==> config.mk <==
export PLATFORM = sky130hd
export DESIGN_NAME = button_event_arbiter_flat
export DESIGN_NICKNAME = d
export VERILOG_FILES = /design/src/rtl/button_event_arbiter_if.sv /design/src/rtl/button_event_arbiter.sv /design/src/flat_wrapper.sv
export SDC_FILE = /design/constraint.sdc
export NUM_CORES = 1
export LEC_CHECK = 0
export ABC_CLOCK_PERIOD_IN_PS = 1800
export CAP_MARGIN = 20
export CORE_UTILIZATION = 47
export CTS_CLUSTER_SIZE = 8
export DETAILED_ROUTE_END_ITERATION = 16
export GPL_TIMING_DRIVEN = 0
export PLACE_DENSITY = 0.73
export SETUP_SLACK_MARGIN = 0.02
export SYNTH_ARGS = -nofsm -noshare
export SYNTH_HDL_FRONTEND = slang
export SYNTH_SLANG_ARGS = --single-unit
==> constraint.sdc <==
create_clock -name i_clk -period 1.8 [get_ports i_clk]
set_input_delay 0.36 -clock i_clk [delete_from_list [all_inputs] [get_ports i_clk]]
set_output_delay 0.36 -clock i_clk [all_outputs]
set_load 0.05 [all_outputs]
==> src/rtl/button_event_arbiter_if.sv <==
// Event stream handshake between the button arbiter (master) and its consumer (slave).
interface button_event_arbiter_if #(
  parameter int unsigned WIDTH = 4
);
  localparam int unsigned IDX_W = $clog2(WIDTH);

  logic             evt_valid;
  logic [IDX_W-1:0] evt_id;
  logic             evt_ready;

  modport master (
    output evt_valid,
    output evt_id,
    input  evt_ready
  );

  modport slave (
    input  evt_valid,
    input  evt_id,
    output evt_ready
  );
endinterface

==> src/rtl/button_event_arbiter.sv <==
// Serialises one-cycle button press pulses into an ordered event FIFO.
// Each button has a pending latch; a round-robin arbiter moves one pending
// button per cycle into the FIFO, which drains over a valid/ready handshake.
// Re-presses of a still-pending button are coalesced and flagged in overflow.
module button_event_arbiter #(
  parameter int unsigned WIDTH = 4,
  parameter int unsigned DEPTH = 4
) (
  input  logic                   i_clk,
  input  logic                   i_rst_n,
  input  logic [WIDTH-1:0]       i_btn_pulse,
  input  logic                   i_overflow_clr,
  output logic [WIDTH-1:0]       o_pending,
  output logic [$clog2(DEPTH):0] o_fifo_count,
  output logic                   o_overflow,
  button_event_arbiter_if.master evt_if
);

  localparam int unsigned IDX_W = $clog2(WIDTH);
  localparam int unsigned CNT_W = $clog2(DEPTH) + 1;
  localparam int unsigned PTR_W = CNT_W - 1;

  // Registered state
  logic [WIDTH-1:0] r_pending;
  logic [IDX_W-1:0] r_last_grant;
  logic [IDX_W-1:0] r_mem [DEPTH];
  logic [PTR_W-1:0] r_rd_ptr;
  logic [PTR_W-1:0] r_wr_ptr;
  logic [CNT_W-1:0] r_count;
  logic             r_overflow;

  // Combinational control
  logic             w_evt_valid;
  logic             w_can_push;
  logic             w_grant_valid;
  logic [IDX_W-1:0] w_grant_idx;
  logic [WIDTH-1:0] w_grant_oh;
  logic             w_push;
  logic             w_pop;
  logic             w_coalesce;

  // Full rule looks only at the registered count, so a pop never frees a slot
  // for a push in the same cycle.
  assign w_can_push  = (r_count < CNT_W'(DEPTH));
  assign w_evt_valid = (r_count != '0);
  assign w_pop       = w_evt_valid & evt_if.evt_ready;
  assign w_push      = w_grant_valid;

  // Round-robin search starting just after the last granted index.
  always_comb begin
    int unsigned      cand;
    logic [IDX_W-1:0] cand_idx;
    cand          = 0;
    cand_idx      = '0;
    w_grant_valid = 1'b0;
    w_grant_idx   = '0;
    w_grant_oh    = '0;
    if (w_can_push) begin
      for (int unsigned k = 0; k < WIDTH; k++) begin
        cand     = (32'(r_last_grant) + 1 + k) % WIDTH;
        cand_idx = IDX_W'(cand);
        if (!w_grant_valid && r_pending[cand_idx]) begin
          w_grant_valid = 1'b1;
          w_grant_idx   = cand_idx;
        end
      end
    end
    if (w_grant_valid) begin
      w_grant_oh[w_grant_idx] = 1'b1;
    end
  end

  // A press on a pending button that is not being granted is dropped.
  assign w_coalesce = |(i_btn_pulse & r_pending & ~w_grant_oh);

  // Pending latches and arbiter history; a press coinciding with its own grant
  // re-arms the latch so it becomes a second event.
  always_ff @(posedge i_clk or negedge i_rst_n) begin
    if (!i_rst_n) begin
      r_pending    <= '0;
      r_last_grant <= IDX_W'(WIDTH - 1);
    end else begin
      r_pending <= (r_pending & ~w_grant_oh) | i_btn_pulse;
      if (w_grant_valid) begin
        r_last_grant <= w_grant_idx;
      end
    end
  end

  // Circular event FIFO; pointers wrap naturally at DEPTH (power of two).
  always_ff @(posedge i_clk or negedge i_rst_n) begin
    if (!i_rst_n) begin
      r_rd_ptr <= '0;
      r_wr_ptr <= '0;
      r_count  <= '0;
      for (int unsigned i = 0; i < DEPTH; i++) begin
        r_mem[i] <= '0;
      end
    end else begin
      if (w_push) begin
        r_mem[r_wr_ptr] <= w_grant_idx;
        r_wr_ptr        <= r_wr_ptr + 1'b1;
      end
      if (w_pop) begin
        r_rd_ptr <= r_rd_ptr + 1'b1;
      end
      unique case ({w_push, w_pop})
        2'b10:   r_count <= r_count + 1'b1;
        2'b01:   r_count <= r_count - 1'b1;
        default: r_count <= r_count;
      endcase
    end
  end

  // Sticky coalesce flag; a new coalesce wins over a clear in the same cycle.
  always_ff @(posedge i_clk or negedge i_rst_n) begin
    if (!i_rst_n) begin
      r_overflow <= 1'b0;
    end else if (w_coalesce) begin
      r_overflow <= 1'b1;
    end else if (i_overflow_clr) begin
      r_overflow <= 1'b0;
    end
  end

  // Occupancy never exceeds capacity.
  always_ff @(posedge i_clk) begin
    if (i_rst_n) begin
      assert (r_count <= CNT_W'(DEPTH));
    end
  end

  assign o_pending        = r_pending;
  assign o_fifo_count     = r_count;
  assign o_overflow       = r_overflow;
  assign evt_if.evt_valid = w_evt_valid;
  assign evt_if.evt_id    = w_evt_valid ? r_mem[r_rd_ptr] : '0;

endmodule

==> src/flat_wrapper.sv <==
// flat-port wrapper written by rule: the top's interface ports become plain ports
module button_event_arbiter_flat 
#(
  parameter int unsigned WIDTH = 4,
  parameter int unsigned DEPTH = 4
)
  (i_clk, i_rst_n, i_btn_pulse, i_overflow_clr, o_pending, o_fifo_count, o_overflow, evt_if_evt_valid, evt_if_evt_id, evt_if_evt_ready);
  button_event_arbiter_if #(.WIDTH(WIDTH)) evt_if_i ();
  input  logic i_clk;
  input  logic i_rst_n;
  input  logic [WIDTH-1:0] i_btn_pulse;
  input  logic i_overflow_clr;
  output logic [WIDTH-1:0] o_pending;
  output logic [$clog2(DEPTH):0] o_fifo_count;
  output logic o_overflow;
  output wire logic [$bits(evt_if_i.evt_valid)-1:0] evt_if_evt_valid;
  output wire logic [$bits(evt_if_i.evt_id)-1:0] evt_if_evt_id;
  input wire logic [$bits(evt_if_i.evt_ready)-1:0] evt_if_evt_ready;
  assign evt_if_evt_valid = evt_if_i.evt_valid;
  assign evt_if_evt_id = evt_if_i.evt_id;
  assign evt_if_i.evt_ready = evt_if_evt_ready;
  button_event_arbiter #(.WIDTH(WIDTH), .DEPTH(DEPTH)) u_core (.i_clk(i_clk), .i_rst_n(i_rst_n), .i_btn_pulse(i_btn_pulse), .i_overflow_clr(i_overflow_clr), .o_pending(o_pending), .o_fifo_count(o_fifo_count), .o_overflow(o_overflow), .evt_if(evt_if_i));
endmodule
# After elaboration in Yosys (flattened, before gate mapping)

Cells that the tools add are included.

Input bits: 8
Flip-flop bits (word level): 22
Latch bits: 0
RAM bits: 0
Bits in read-only memories: 0
Memories kept: 0

Reduce and logical (&&, ||, !) cells: 12
Equality and inequality tests: 2
Bitwise logic cells: 8
Magnitude comparators: 10
$mul: 0
Divide/modulo/power cells: 0
$add $sub $neg: 8
Shift-type cells: 0
Mux-type cells: 34

Operators by type and width:

| operator              | count |
|---|---|
| $mux W2               | 9 |
| $lt A2 B3 Y1 const B  | 5 |
| $mux W1               | 15 |
| $and A4 B4 Y4         | 3 |
| $add A2 B1 Y2 const B | 4 |
| $bmux W1 S2           | 4 |
| $bwmux W8             | 1 |
| $ge A3 B3 Y1 const B  | 2 |
| $not A2 Y3            | 2 |
| $pmux W3 S2           | 1 |
| $logic_and A1 B1 Y1   | 5 |
| $add A2 B2 Y2 const B | 2 |
| $bmux W2 S2           | 1 |
| $demux W2 S2          | 1 |
| $mux W4               | 1 |
| $not A4 Y4            | 1 |
| $or A4 B4 Y4          | 1 |
| $reduce_bool A2 Y1    | 2 |
| $reduce_or A4 Y1      | 1 |
| $add A3 B1 Y3 const B | 1 |
| $logic_not A1 Y1      | 3 |
| $lt A3 B1 Y1 const B  | 1 |
| $lt A3 B3 Y1 const B  | 1 |
| $reduce_bool A3 Y1    | 1 |
| other kinds (6)       | 6 |

# Logic depth before layout (Yosys ltp)

Gate-level depths: netlist (run 1).

Depth in word-level cells: 26
Mapped depth: 10

# Least setup slack after synthesis (run 1)

No wires, ideal clock.

Kind: register to register
Start: register u_core.r_count[2] (netlist: u_core.o_fifo_count[2])
End: register u_core.r_count[2] (netlist: u_core.o_fifo_count[2])
Arrival: 2372 ps
Cell stages (with the launch flop): 9
Setup slack: -721 ps
Setup time: 149 ps
Buffers on the path: 0
Path through: dfrtp_1 -> or3_1 -> and2_1 -> ha_1 -> inv_1 -> fa_1 -> xor2_1 -> nor2_1 -> xor2_1

Longest elaborated chain between the ends: 4
Elaborated cells between the ends (all ways): 10

Ends and longest elaborated chain:

| what                                              | line                        | RTL |
|---|---|---|
| start, declared                                   | button_event_arbiter.sv:29  | `logic [CNT_W-1:0] r_count;` |
| start signal, assigned                            | button_event_arbiter.sv:108 | `2'b10: r_count <= r_count + 1'b1;` |
| start signal, assigned                            | button_event_arbiter.sv:109 | `2'b01: r_count <= r_count - 1'b1;` |
| start signal, assigned                            | button_event_arbiter.sv:110 | `default: r_count <= r_count;` |
| $reduce_bool A3 Y1 (*)                            | button_event_arbiter.sv:45  | `assign w_evt_valid = (r_count != '0);` |
| named net evt_if_evt_valid                        | flat_wrapper.sv:16          | `output wire logic [$bits(evt_if_i.evt_valid)-1:0] evt_if_evt_valid;` |
| $and A1 B1 Y1 (*)                                 | button_event_arbiter.sv:46  | `assign w_pop = w_evt_valid & evt_if.evt_ready;` |
| named net u_core.w_pop                            | button_event_arbiter.sv:39  | `logic w_pop;` |
| $eq A2 B1 Y1 or $eq A2 B2 Y1 (tied branches)      | button_event_arbiter.sv:107 | `unique case ({w_push, w_pop})` |
| $pmux W3 S2 or $reduce_bool A2 Y1 (tied branches) | -                           |  |

The timed path passes the listed nets; every way through them passes the cells marked *.
A chain may end at the register's enable or synchronous reset.

# Worst setup path after layout (run 1)

Start: register u_core.r_rd_ptr[0]
End: output port evt_if_evt_id[0]

Longest elaborated chain between the ends: 5

Ends and longest elaborated chain:

| what                                       | line                        | RTL |
|---|---|---|
| start, declared                            | button_event_arbiter.sv:27  | `logic [PTR_W-1:0] r_rd_ptr;` |
| start signal, assigned                     | button_event_arbiter.sv:105 | `r_rd_ptr <= r_rd_ptr + 1'b1;` |
| $not A2 Y3 (not written as such)           | button_event_arbiter.sv:137 | `assign evt_if.evt_id = w_evt_valid ? r_mem[r_rd_ptr] : '0;` |
| $bmux W2 S2                                | button_event_arbiter.sv:137 |  |
| $mux W2 (not written as such) (2 in a row) | button_event_arbiter.sv:137 |  |
| $mux W2                                    | button_event_arbiter.sv:137 |  |
| end, declared                              | flat_wrapper.sv:17          | `output wire logic [$bits(evt_if_i.evt_id)-1:0] evt_if_evt_id;` |

Every way passes these cells. The select of a mux whose other input is x is not followed.

==> summary.md, run 1 <==
| Metric | Value |
|---|---|
| Min-delay worst type | in -> async |
| Final WS setup | -0.0910 ns |
| Via density | 5.27 |
| Total count of hold-check failures in the final report | 0 |
| Initial Utilization | 51.6% |
| Die width | 52.0 um |
| Port Buffer Count | 18 |
| Post-route ant nets | 0 |
| TritonCTS clock tree | yes |
| Crit Path Category | reg -> out |
| Post-Layout Inst Area | 1610 um2 |
| EDFF count, synth | 0 |
| Clock slew at reported path FFs | 0.12 ns |
| Number of global-route vias before repair | 867 |
| Core Area | 2280 um2 |
| Initial antenna violation count | 0 |
| Most frequent cells in the layout | nand2_1 (19), dfrtp_1 (13), buf_4 (11) |
| Largest net degree at the start of global routing | 23 |
| Area growth syn-to-layout | 37.0% |
| Site Rows | 17 |
| Hold_ws | 0.350 ns |
| Crit-path max FO | 3 |
| DR vias | 896 |
| Dpl ws | -0.405 ns |
| Setup TNS Final | -0.280 ns |
| Dpl cell area | 1430 um2 |
| I/O Pins | 19 |
| Crit. End Element | output port |
| Cells after Synth | 109 |
| Global-route wire length before repair | 3.78 mm |
| Max clock buf depth | 2 |
| Total wire length | 2.39 mm |
| Clk_lat worst skew | 0.30 ns |
| DRC viols | 0 |
| Post-synthesis sequential area ratio | 47.1% |
| Remaining global-route overflow | 0 |
| RSZ-0062 raised after global routing | yes |
| GPL Wtd Cong | 0.774 |
| Most common cell after layout, fill and taps aside | nand2_1 |
| Pre-antenna DRT Iters | 4 |
| Tmin final | 1.89 ns |
| Root Driver | clkbuf_4 |
| Least-Margin Pin Slew | 0.495 ns |
| Max cap viols | 0 |
| Max Clock Skew | 0.00576 ns |
| Avg Inst Size Synth | 10.8 um2 |
| Top FF cell, synth | dfrtp_1 |
| Gr usage total | 20.0% |
| Seq cells post-synth | 22 |
| Worst EP arrival | 1.53 ns |
| CTS buffer count | 3 |
| H-tree depth | 1 |
| Violations in the final reports | negative setup slack |
| Slew HR | 67.2% |
| Unique masters post-synth | 37 |
| Status | finished with violations |
| Data required time of the worst path | 1.44 ns |
| Area of the mapped netlist | 1170 um2 |
| Routed len/inst | 14.1 um |
| Synth Warn # | 0 |
| Die Area | 2700 um2 |
| Final net count | 157 |
| Hold buffers post-CTS | 0 |
| Starting DRT DRC Count | 10 |
| Fmax | 0.529 GHz |
| FFs w/ async S/R, synth | 100% |
| Final setup fails | 5 |
| Slew Viols, Final | 0 |
| Period utilisation layout | 105% |
| Share of cells above drive strength 1 | 37.3% |
| Post-DP HPWL | 1.70 mm |
| Synthesized Nets | 123 |
| Crit path launch type | register |
| Die span in y | 52.0 um |
| Clock sinks | 22 |
| Diode count | 0 |
==> what timing repair did <==
item	CTS	global route
buffers inserted	7	3
cloned	0	0
gates resized for setup	36	9
pin swaps	3	7
endpoints found under the setup margin	16	9
==> registers in the layout, summed over array words and instances, names as in the netlist <==
| register | flops |
|---|---|
| u_core.r_mem | 8 |
| u_core.o_overflow | 1 |
| u_core.r_rd_ptr | 2 |
| u_core.o_fifo_count | 3 |
| u_core.o_pending | 4 |
| u_core.r_wr_ptr | 2 |
| u_core.r_last_grant | 2 |
==> through the flow <==
| stage | utilization (%) | cells |
|---|---|---|
| final | 70.6 | 170 |
| after global routing | 70.6 | 170 |
| after CTS | 67.3 | 166 |
| after detailed placement | 62.7 | 155 |
| after global placement | 62.7 | 155 |
| after floorplan | - | 109 |
==> cell families after synthesis <==
logic type                 synth area share, %
and+or+nand+nor                           13.2
AOI/OAI and AO/OA                         15.1
DFF                                       47.1
buffers and inverters                     3.62
muxes                                     9.38
xor gates and xnor gates                  4.48
adders and majority gates                 7.04
==> critical path: stages (launching register included) <==
cell and delay, ns:
dfrtp_2 0.42, mux4_2 0.51, and2_4 0.16, buf_8 0.14
==> final timing paths <==
path	cells past startpoint	to	slack, ns	start
setup / recovery	3	evt_if_evt_id[0]	-0.09	u_core.r_rd_ptr[0]
min in group i_clk	2	u_core.r_mem[0]	0.50	u_core.r_mem[0]
setup reg to reg	8	u_core.o_fifo_count[2]	-0.04	u_core.o_fifo_count[2]
hold reg to reg	2	u_core.r_mem[0]	0.50	u_core.r_mem[0]
max in group asynchronous	2	u_core.r_last_grant[1]	0.94	i_rst_n
hold / removal	1	u_core.o_pending[0]	0.35	i_rst_n
==> synthesized netlist by cell type, drive strengths merged, types with 2 or more instances <==
| cell type | instances | share of area [%] |
|---|---|---|
| xnor2 | 3 | 2.2 |
| o31ai | 2 | 1.3 |
| o21ai | 8 | 3.7 |
| and2 | 3 | 1.6 |
| mux2 | 4 | 3.8 |
| nor2 | 4 | 1.5 |
| xor2 | 3 | 2.2 |
| ha | 5 | 5.3 |
| nand2b | 4 | 2.1 |
| dfrtp | 20 | 43 |
| mux2i | 2 | 1.7 |
| nand2 | 19 | 6.1 |
| a21o | 3 | 2.0 |
| dfstp | 2 | 4.5 |
| mux4 | 2 | 3.8 |
| inv | 8 | 2.6 |
==> layer usage <==
layer  global-route usage (%)  vias up  wire (um)
met5                        0        -          0
met4                     9.91        0         38
met3                     3.80        4         67
met2                     35.9       15       1250
met1                     22.1      439       1030
li1                         -      438          -
==> area by class of cell <==
cell class,instances,area (um2)
inverter,8,30.0
clock buffer,4,36.3
multi-input combinational,77,649
timing repair buffer,29,274
tap,28,35.0
buffer,2,21.3
fill,162,668
sequential,22,562
Power of run 1 is not shown: default switching activity piles up to over one toggle a cycle in this logic, so the estimate is an artifact.
==> run 2: changes to the inputs <==
ABC_CLOCK_PERIOD_IN_PS = 1700   (was 1800)
CORE_UTILIZATION = 45   (was 47)
PLACE_DENSITY = 0.71   (was 0.73)
SLEW_MARGIN = 10   (was unset)
clock period = 1.7 ns   (was 1.8 ns; I/O delays follow)
==> summary.md, run 2 (same netlist as run 1, synthesis figures left out) <==
| Metric | Value |
|---|---|
| Status | finished with violations |
| Violations in the final reports | negative setup slack |
| Tmin final | 1.91 ns |
| GPL Wtd Cong | 0.742 |
| Root Driver | clkbuf_4 |
| Slew HR | 66.9% |
| Number of global-route vias before repair | 893 |
| Period utilisation layout | 112% |
| Total wire length | 2.52 mm |
| Post-DP HPWL | 1.68 mm |
| Dpl cell area | 1430 um2 |
| Starting DRT DRC Count | 19 |
| Max clock buf depth | 2 |
| Crit-path max FO | 3 |
| I/O Pins | 19 |
| Setup TNS Final | -0.946 ns |
| Core Area | 2480 um2 |
| Cells after DPL | 157 |
| Initial antenna violation count | 0 |
| Site Rows | 18 |
| Crit. End Element | output port |
| Via density | 5.40 |
| Crit Path Category | reg -> out |
| Max Clock Skew | 0.00823 ns |
| Min-delay worst type | in -> async |
| Most frequent cells in the layout | nand2_1 (18), dfrtp_1 (13), buf_4 (10) |
| TritonCTS clock tree | yes |
| Worst EP arrival | 1.57 ns |
| Die span in y | 53.1 um |
| Routed len/inst | 14.6 um |
| Slew Viols, Final | 0 |
| DRC viols | 0 |
| Pre-antenna DRT Iters | 4 |
| Port Buffer Count | 18 |
| Clk_lat worst skew | 0.31 ns |
| Global-route wire length before repair | 4.08 mm |
| DR vias | 934 |
| RSZ-0062 raised after global routing | yes |
| Die Area | 2820 um2 |
| Non-Filler Instances | 173 |
| Post-route ant nets | 0 |
| Final WS setup | -0.207 ns |
| Final net count | 158 |
| Clock slew at reported path FFs | 0.13 ns |
| Die width | 53.1 um |
| Hold_ws | 0.298 ns |
| Initial Utilization | 47.4% |
| Final setup fails | 6 |
| CTS buffer count | 3 |
| Largest register FFs | 8 |
| Gr usage total | 20.5% |
| Area growth syn-to-layout | 39.9% |
| Data required time of the worst path | 1.36 ns |
| Least-Margin Pin Slew | 0.498 ns |
| Diode count | 0 |
| Clock sinks | 22 |
| H-tree depth | 1 |
| Fmax | 0.525 GHz |
| Crit path launch type | register |
| Most common cell after layout, fill and taps aside | nand2_1 |
| Total count of hold-check failures in the final report | 0 |
| Max cap viols | 0 |
| Largest net degree at the start of global routing | 23 |
| Share of cells above drive strength 1 | 40.6% |
| Largest register by flop count | u_core.r_mem |
| Post-Layout Inst Area | 1640 um2 |
| Remaining global-route overflow | 0 |
[run 2: cell types whose count changed in the layout (fill, tap and decap cells not counted), sizes merged]
cell           change
dlygate4sd2        -3
clkdlybuf4s15      +2
buf                +1
bufinv             +1
[run 2: worst paths after layout]
path	from	to	slack [ns]	cells after the start
setup / recovery	u_core.r_rd_ptr[0]	evt_if_evt_id[0]	-0.21	3
hold / removal	i_rst_n	u_core.o_fifo_count[1]	0.30	1
setup reg to reg	u_core.o_fifo_count[2]	u_core.o_fifo_count[2]	-0.18	8
hold reg to reg	u_core.r_mem[0]	u_core.r_mem[0]	0.50	2
max in group asynchronous	i_rst_n	u_core.r_last_grant[0]	0.88	2
min in group i_clk	u_core.r_mem[0]	u_core.r_mem[0]	0.50	2
[run 2: critical path: stages, from the launching register on]
cell and delay, ns:
dfrtp_1 0.43, mux4_2 0.52, and2_4 0.16, buf_8 0.14
[run 2: routing by layer]
metal	wire length [um]	GRT usage, %
met5	0	0
met3	117	3.45
met1	1070	24.8
met4	35	8.77
met2	1290	35.7
[run 2: final cells by class]
class                   instances  area, um2
fillers                       210        836
multi-input cells              77        652
flip-flops and latches         22        562
repair buffers                 30        283
well taps                      30       37.5
clock inverters                 1       30.0
inverters                       8       30.0
plain buffers                   2       25.0
clock buffers                   3       22.5
[run 2: repair_timing]
action | 4_1_cts | 5_1_grt
gates resized for setup | 45 | 11
hold buffers | 0 | 0
pin swaps | 6 | 8
endpoints found under the hold margin | 0 | 0
buffers inserted | 8 | 3
endpoints found under the setup margin | 20 | 11
[run 2: metrics by stage]
stage | setup WS, ns | util (%)
after floorplan | -0.362 | -
after global placement | -0.475 | 57.9
after detailed placement | -0.472 | 57.9
after CTS | -0.224 | 63.9
after global routing | -0.278 | 66.3
final | -0.207 | 66.3
Power of run 2 is left out for the same reason.
==> run 3: changes to the inputs <==
CELL_PAD_IN_SITES_DETAIL_PLACEMENT = 1   (was unset)
CELL_PAD_IN_SITES_GLOBAL_PLACEMENT = 1   (was unset)
CORE_ASPECT_RATIO = 0.5   (was unset)
CORE_UTILIZATION = 37   (was 45)
PLACE_DENSITY = 0.73   (was 0.71)
==> summary.md, run 3 (same netlist as run 1, synthesis figures left out) <==
| Metric | Value |
|---|---|
| Status | finished with violations |
| Violations in the final reports | negative setup slack |
| Post-route ant nets | 0 |
| Final net count | 161 |
| Area growth syn-to-layout | 43.2% |
| DR vias | 958 |
| Flop2flop setup slack | -0.16 ns |
| Crit path largest cell delay | 0.52 ns |
| Largest net degree at the start of global routing | 23 |
| Die Area | 3420 um2 |
| Fmax | 0.538 GHz |
| Slew HR | 66.6% |
| Max Clock Skew | 0.00570 ns |
| Initial antenna violation count | 0 |
| Data required time of the worst path | 1.36 ns |
| Diode count | 0 |
| Slew Viols, Final | 0 |
| Worst Path Buf+Inv | 1 |
| Most common cell after layout, fill and taps aside | nand2_1 |
| Total count of hold-check failures in the final report | 0 |
| Root Driver | clkbuf_8 |
| Post-DP HPWL | 2.12 mm |
| Initial Utilization | 39.0% |
| Hold buffers post-CTS | 0 |
| Period utilisation layout | 109% |
| Largest register FFs | 8 |
| Fillers | 315 |
| Global-route wire length before repair | 5.05 mm |
| Core Area | 3010 um2 |
| Die width | 81.7 um |
| TritonCTS clock tree | yes |
| DRC viols | 0 |
| Clock slew at reported path FFs | 0.09 ns |
| Site Rows | 14 |
| Max clock buf depth | 2 |
| GPL Wtd Cong | 0.712 |
| Gr usage total | 20.1% |
| Min-delay worst type | in -> async |
| H-tree depth | 1 |
| Crit path launch type | register |
| Number of cells on the critical path | 3 |
| Pre-antenna DRT Iters | 4 |
| Number of global-route vias before repair | 1005 |
| Cell family with most CP delay | multiplexers |
| Least-Margin Pin Slew | 0.503 ns |
| Share of cells above drive strength 1 | 42.5% |
| I/O Pins | 19 |
| Starting DRT DRC Count | 21 |
| Crit. End Element | output port |
| Max cap viols | 0 |
| Crit Path Category | reg -> out |
| Worst r2r path cells | 9 |
| Final WS setup | -0.158 ns |
| RSZ-0062 raised after global routing | yes |
| Port Buffer Count | 18 |
| Die span in y | 41.8 um |
| Crit-path max FO | 4 |
| Tmin final | 1.86 ns |
| Crit Reg-Reg Endpoint | u_core.o_fifo_count[2] |
| Clock sinks | 22 |
| Crit-path cells | mux4_2 > and2_4 > buf_8 |
| Total wire length | 3.19 mm |
| Slowest CP cell | mux4_2 |
| Worst EP arrival | 1.52 ns |
| RR Startpoint | u_core.o_pending[3] |
| Most frequent cells in the layout | nand2_1 (18), buf_4 (13), dfrtp_1 (12) |
| CTS buffer count | 3 |
| Largest register by flop count | u_core.r_mem |
| Via density | 5.15 |
| Routed len/inst | 17.2 um |
| Clk_lat worst skew | 0.27 ns |
| Remaining global-route overflow | 0 |
| Dpl ws | -0.517 ns |
| Final setup fails | 5 |
## run 3: through the flow
step                      instances  hold slack, ns  setup TNS (ns)  util, %  cell area [um2]
after floorplan                 109          0.0444          -0.766        -             1220
after global placement          167           0.463           -2.05     48.0             1450
after CTS                       180           0.505          -0.943     53.9             1620
after detailed placement        167           0.484           -2.58     48.0             1450
after global routing            186           0.385          -0.900     55.8             1680
final                           186           0.361          -0.644     55.8             1680
## run 3: how the worst max path moves through the flow
stage	from	end
after global routing	u_core.o_pending[2]	u_core.o_fifo_count[2]
after floorplan	u_core.o_fifo_count[0]	u_core.o_fifo_count[2]
final	u_core.r_rd_ptr[0]	evt_if_evt_id[1]
after CTS	u_core.o_fifo_count[2]	u_core.o_fifo_count[2]
after detailed placement	u_core.r_rd_ptr[0]	evt_if_evt_id[1]
after global placement	u_core.r_rd_ptr[0]	evt_if_evt_id[0]
## run 3: what timing repair did
item / in CTS / in global routing
pin swaps: 13 / 10
endpoints found under the hold margin: 0 / 0
resized for setup: 38 / 14
buffers inserted: 10 / 6
endpoints found under the setup margin: 24 / 9
## run 3: final cells by class
| class | instances | area (um2) | area share, % |
|---|---|---|---|
| sequential | 22 | 563 | 33.5 |
| multi-input combinational | 77 | 652 | 38.8 |
| clock inverter | 1 | 30.0 | 1.79 |
| timing repair buffer | 35 | 314 | 18.7 |
| clock buffer | 3 | 41.3 | 2.46 |
| tap | 40 | 50.0 | 2.98 |
| inverter | 8 | 30.0 | 1.79 |
## run 3: metal layers
metal | GRT usage (%) | share of wire (%)
met1 | 24.4 | 42
met2 | 36.2 | 53
met3 | 3.96 | 3.4
met4 | 5.26 | 1.5
met5 | 0 | 0
## run 3: worst reg2reg max path, cell delays in order, from the launching register on
cell and delay (ns):
dfrtp_2 0.45, nor2_4 0.16, a21oi_4 0.08, inv_2 0.09
ha_4 0.15, inv_2 0.04, fa_2 0.32, xor2_1 0.17
nor2_1 0.14, xor2_1 0.18
Power of run 3 is left out for the same reason.
==> variant 1: new RTL, config.mk and constraints of run 2 <==
Put one more register stage on the output `o_fifo_count`, with the module's reset. The value now appears one clock later. The other outputs are not delayed to match.
--- a/src/rtl/button_event_arbiter.sv
+++ b/src/rtl/button_event_arbiter.sv
@@ -132,5 +132,11 @@
 
   assign o_pending        = r_pending;
-  assign o_fifo_count     = r_count;
+  always_ff @(posedge i_clk or negedge i_rst_n) begin
+    if (!i_rst_n) begin
+      o_fifo_count <= '0;
+    end else begin
+      o_fifo_count <= r_count;
+    end
+  end
   assign o_overflow       = r_overflow;
   assign evt_if.evt_valid = w_evt_valid;
Check against the original RTL: not equivalent (a bounded check fails within 4 cycles, from zero or initial values and one cycle with i_rst_n low).
==> variant 1 against run 2 <==
The flow still finishes with violations (setup timing); cell area up 10%; fmax grew 0.20%; routed wire length up 7.3%; core utilization is 4.7 points higher; worst setup slack improved by 3.9 ps; sequential cell count increased by 3; worst hold slack gained 43 ps; global-route usage decreased by 1.3 points; synthesized area is 5.3% higher.
Power is not shown: default switching activity piles up to over one toggle a cycle in this logic, so the estimate is an artifact.
==> variant 1: results (changes against run 2) <==
Setup path
  • Critical path arrival: 2130 ps (was 1570 ps)
  • Crit-path slowest cell: dfrtp_1 (was mux4_2)
  • CP peak stage delay: 440 ps (was 520 ps)
  • CP delay by family, top: simple AND/OR/NAND/NOR gates (was multiplexers)
  • Critical Path Start: u_core.r_count[2] (was u_core.r_rd_ptr[0])
  • Worst Path Max Fanout: 4 (was 3)

Logic synthesis
  • Synth cell types: 37 (unchanged)
  • Syn avg cell area: 11.6 um2 (was 10.8 um2)
  • Ys async rst share: 100% (unchanged)
  • Top post-synthesis cells by area: dfrtp_1 47%, ha_1 5.1%, nand2_1 4.9% (was dfrtp_1 43%, nand2_1 6.1%, ha_1 5.3%)
  • Mapped Nets: 121 (was 123)
  • Sequential share of the synthesized area: 50.8% (was 47.1%)
  • Synth cell count leaders: 23 x dfrtp_1, 16 x nand2_1, 7 x inv_1, 5 x ha_1, 5 x o21ai_0 (was 20 x dfrtp_1, 19 x nand2_1, 7 x inv_1, 7 x o21ai_0, 5 x ha_1)
  • Ys Warns: 0 (unchanged)

Global route
  • Met1 usage: 22.2% (was 24.8%)
  • Number of global-route vias before repair: 923 (was 893)
  • First-pass GRT wire length: 3.86 mm (was 4.08 mm)
  • Pin count of the biggest net entering global routing: 18 (was 23)
  • Tot GR Track Use: 19.3% (was 20.5%)
  • Routing usage on met3: 2.50% (was 3.45%)
  • Met2 Track Usage GR: 33.7% (was 35.7%)

Timing
  • Final worst-path setup slack: -203 ps (was -207 ps)
  • Final setup violation count: 8 (was 6)
  • Setup TNS: -1180 ps (was -946 ps)
  • Worst Tran Pin Value: 517 ps (was 498 ps)
  • Clock skew: 4.80 ps (was 8.23 ps)

Place
  • Placed cell areas: 1520 um2 (was 1430 um2)
  • Gp weighted congestion: 0.752 (was 0.742)
  • Port bufs: 18 (unchanged)
  • Inst Count DP: 156 (was 157)
  • DP HPWL: 1.71 mm (was 1.68 mm)

Status
  • Failing checks: setup timing (unchanged)
  • Status: finished with violations (unchanged)

Layout
  • Number of antenna diodes: 0 (unchanged)
  • Share of cells above drive strength 1: 43.8% (was 40.6%)
  • Most flops, register: u_core.r_mem (unchanged)
  • Number of flip-flops in the largest register: 8 (unchanged)
  • Nets@finish: 168 (was 158)

Drt
  • Drt total wl: 2.70 mm (was 2.52 mm)
  • Number of DRC markers in iteration 0: 9 (was 19)
  • Via Count: 947 (was 934)
  • Drt pass-1 iters: 4 (unchanged)
  • WL/cell: 14.8 um (was 14.6 um)

Clocking
  • Worst-Skew Late Latency: 320 ps
  • Num CTS Buffers: 3 (unchanged)
  • CTS clk-pin slew, worst paths: 140 ps
  • Clock Tree Buf Depth: 2 (unchanged)

Min path
  • Worst hold path type: in -> async (unchanged)
[variant 1: cell types whose count changed after synthesis, moves of 3 or more]
| cell | change |
|---|---|
| mux2_2 | -3 |
| mux2_1 | +3 |
| nand2_1 | -3 |
| dfrtp_1 | +3 |
[variant 1: worst paths after layout]
kind	to	slack, ps	depth (start not counted)
min	u_core.o_fifo_count[2]	340	1
min reg2reg	u_core.o_fifo_count[1]	440	0
max reg2reg	u_core.r_count[2]	-200	8
min in group i_clk	u_core.o_fifo_count[1]	440	0
max	u_core.r_count[2]	-200	8
max in group asynchronous	u_core.r_last_grant[0]	810	2
[variant 1: metrics by stage]
stage / setup WS (ps) / util [%]
6_report: -203 / 70.9
5_1_grt: -273 / 70.9
4_1_cts: -229 / 66.6
3_5_place_dp: -456 / 59.7
3_3_place_gp: -451 / 58.6
2_1_floorplan: -354 / -
[variant 1: kinds of logic after synthesis]
| logic type | synth area share (%) |
|---|---|
| and+or+nand+nor | 13.2 |
| xor gates and xnor gates | 4.25 |
| adders and majority gates | 6.68 |
| buffers and inverters | 2.73 |
| AOI/OAI and AO/OA | 13.5 |
| DFF | 50.8 |
| muxes | 8.91 |
[variant 1: layout make-up]
type	count	area (um2)
Clock buffer	3	22.5
Clock inverter	1	7.51
Fill cell	179	739
Inverter	7	26.3
Multi-Input combinational cell	74	666
Sequential cell	25	634
Tap cell	30	37.5
Timing Repair Buffer	43	412
[variant 1: layer usage]
metal | wire length, um | share of wire, %
met4 | 20 | 0.74
met1 | 1190 | 44
met3 | 70 | 2.6
met2 | 1420 | 52
met5 | 0 | 0
[variant 1: worst register-to-register path: stages (launching register included)]
cell     delay, ps
dfrtp_1        440
or3_4          430
and2_4         170
ha_4           150
inv_2           40
fa_2           190
xor2_1         150
nor2_1          80
xor2_1         150
[variant 1: repair_timing]
action / in CTS / in global routing
endpoints found under the hold margin: 0 / 0
gates resized for setup: 41 / 21
endpoints found under the setup margin: 17 / 20
buffers inserted: 17 / 8
pin swaps: 14 / 17
==> variant 2: new RTL, settings of run 2 <==
Without the edit above. `WIDTH` is set to 4 in 3 places; all go to 2.
--- a/src/rtl/button_event_arbiter_if.sv
+++ b/src/rtl/button_event_arbiter_if.sv
@@ -1,5 +1,5 @@
 // Event stream handshake between the button arbiter (master) and its consumer (slave).
 interface button_event_arbiter_if #(
-  parameter int unsigned WIDTH = 4
+  parameter int unsigned WIDTH = 2
 );
   localparam int unsigned IDX_W = $clog2(WIDTH);
--- a/src/rtl/button_event_arbiter.sv
+++ b/src/rtl/button_event_arbiter.sv
@@ -4,5 +4,5 @@
 // Re-presses of a still-pending button are coalesced and flagged in overflow.
 module button_event_arbiter #(
-  parameter int unsigned WIDTH = 4,
+  parameter int unsigned WIDTH = 2,
   parameter int unsigned DEPTH = 4
 ) (
--- a/src/flat_wrapper.sv
+++ b/src/flat_wrapper.sv
@@ -2,5 +2,5 @@
 module button_event_arbiter_flat 
 #(
-  parameter int unsigned WIDTH = 4,
+  parameter int unsigned WIDTH = 2,
   parameter int unsigned DEPTH = 4
 )
Ports: changed (resized evt_if_evt_id, i_btn_pulse and o_pending); port bits go from 19 to 14. No check against the original RTL was run, so the function may have changed too.
==> variant 2 against run 2 <==
The flow still finishes with violations (setup timing); highest routed layer unchanged; largest cell class unchanged; register-to-register slack improved by 200 ps; routed wire length fell by 39%; synthesized area fell by 34%; count of clock-buffer cells in the layout rose by 1; cell area fell by 37%; sequential cell count fell by 7; core utilization rose by 0.11 points; die area fell by 33%; worst setup slack improved by 100 ps.
Power is not shown: default switching activity piles up to over one toggle a cycle in this logic, so the estimate is an artifact.
==> variant 2: results (changes against run 2) <==
Place
  • Gp weighted congestion: 0.745 (was 0.742)
  • DP HPWL: 1.07 mm (was 1.68 mm)
  • DP Worst Slack: -429 ps (was -472 ps)
  • Inst Count DP: 97 (was 157)

Logic synthesis
  • Synth Instances: 68 (was 109)
  • Synth cell types: 25 (was 37)
  • Mapped Nets: 80 (was 123)
  • Mux contribution to synthesized area: 5.65% (was 9.38%)
  • XOR/XNOR Fraction of Synth Area: 6.79% (was 4.48%)
  • Sequential share of the synthesized area: 48.6% (was 47.1%)
  • Synth Area in Compound Gates: 12.1% (was 15.1%)

Floorplanning
  • Tap Cells: 16 (was 30)

Setup path
  • Critical path arrival: 1460 ps (was 1570 ps)
  • CP peak stage delay: 500 ps (was 520 ps)
  • Worst Path Max Fanout: 2 (was 3)

Drt
  • Vias/cell: 5.39 (was 5.40)
  • Number of DRC markers in iteration 0: 7 (was 19)
  • WL met2: 725 um (was 1.29 mm)
  • Met1 wire length: 757 um (was 1.07 mm)

Layout
  • Filler cell count: 123 (was 210)
  • Nets@finish: 104 (was 158)
  • Number of flip-flops in the largest register: 4 (was 8)
  • Final cell count without fillers: 107 (was 173)
  • Clk_buf instances: 4 (was 3)
  • Multi-input combinational area share: 38.0% (was 39.7%)
  • Area added between synthesis and finish: 33.6% (was 39.9%)

Global route
  • Pin count of the biggest net entering global routing: 16 (was 23)
  • Number of global-route vias before repair: 575 (was 893)
  • Tot GR Track Use: 18.4% (was 20.5%)

Clocking
  • CTS clk-pin slew, worst paths: 90 ps (was 130 ps)
  • Worst-Skew Late Latency: 280 ps (was 310 ps)

Timing
  • Final setup violation count: 1 (was 6)
  • Setup TNS: -103 ps (was -946 ps)
  • Clock skew: 5.43 ps (was 8.23 ps)
  • Final worst-path setup slack: -103 ps (was -207 ps)

Status
  • Status: finished with violations (unchanged)
  • Failing checks: setup timing (unchanged)
==> variant 2: final timing paths <==
| path | start | endpoint | slack, ps | depth (start not counted) |
|---|---|---|---|---|
| setup / recovery | u_core.r_rd_ptr[0] | evt_if_evt_id | -100 | 3 |
| hold / removal | i_rst_n | u_core.r_mem[1] | 460 | 1 |
| setup reg to reg | u_core.o_pending[0] | u_core.o_fifo_count[2] | 20 | 8 |
| hold reg to reg | u_core.r_rd_ptr[1] | u_core.r_rd_ptr[1] | 490 | 1 |
| max in group asynchronous | i_rst_n | u_core.o_pending[1] | 760 | 1 |
| min in group i_clk | u_core.r_rd_ptr[1] | u_core.r_rd_ptr[1] | 490 | 1 |
==> variant 2: per-layer routing <==
layer	track usage, %	up-vias
li1	-	276
met1	25.0	289
met2	28.8	8
met3	2.50	4
met4	9.38	0
met5	0	-
==> variant 2: what timing repair did <==
item	CTS	global route
resized for setup	19	4
pin swaps	3	1
setup buffers	4	2
setup endpoints to repair	10	4
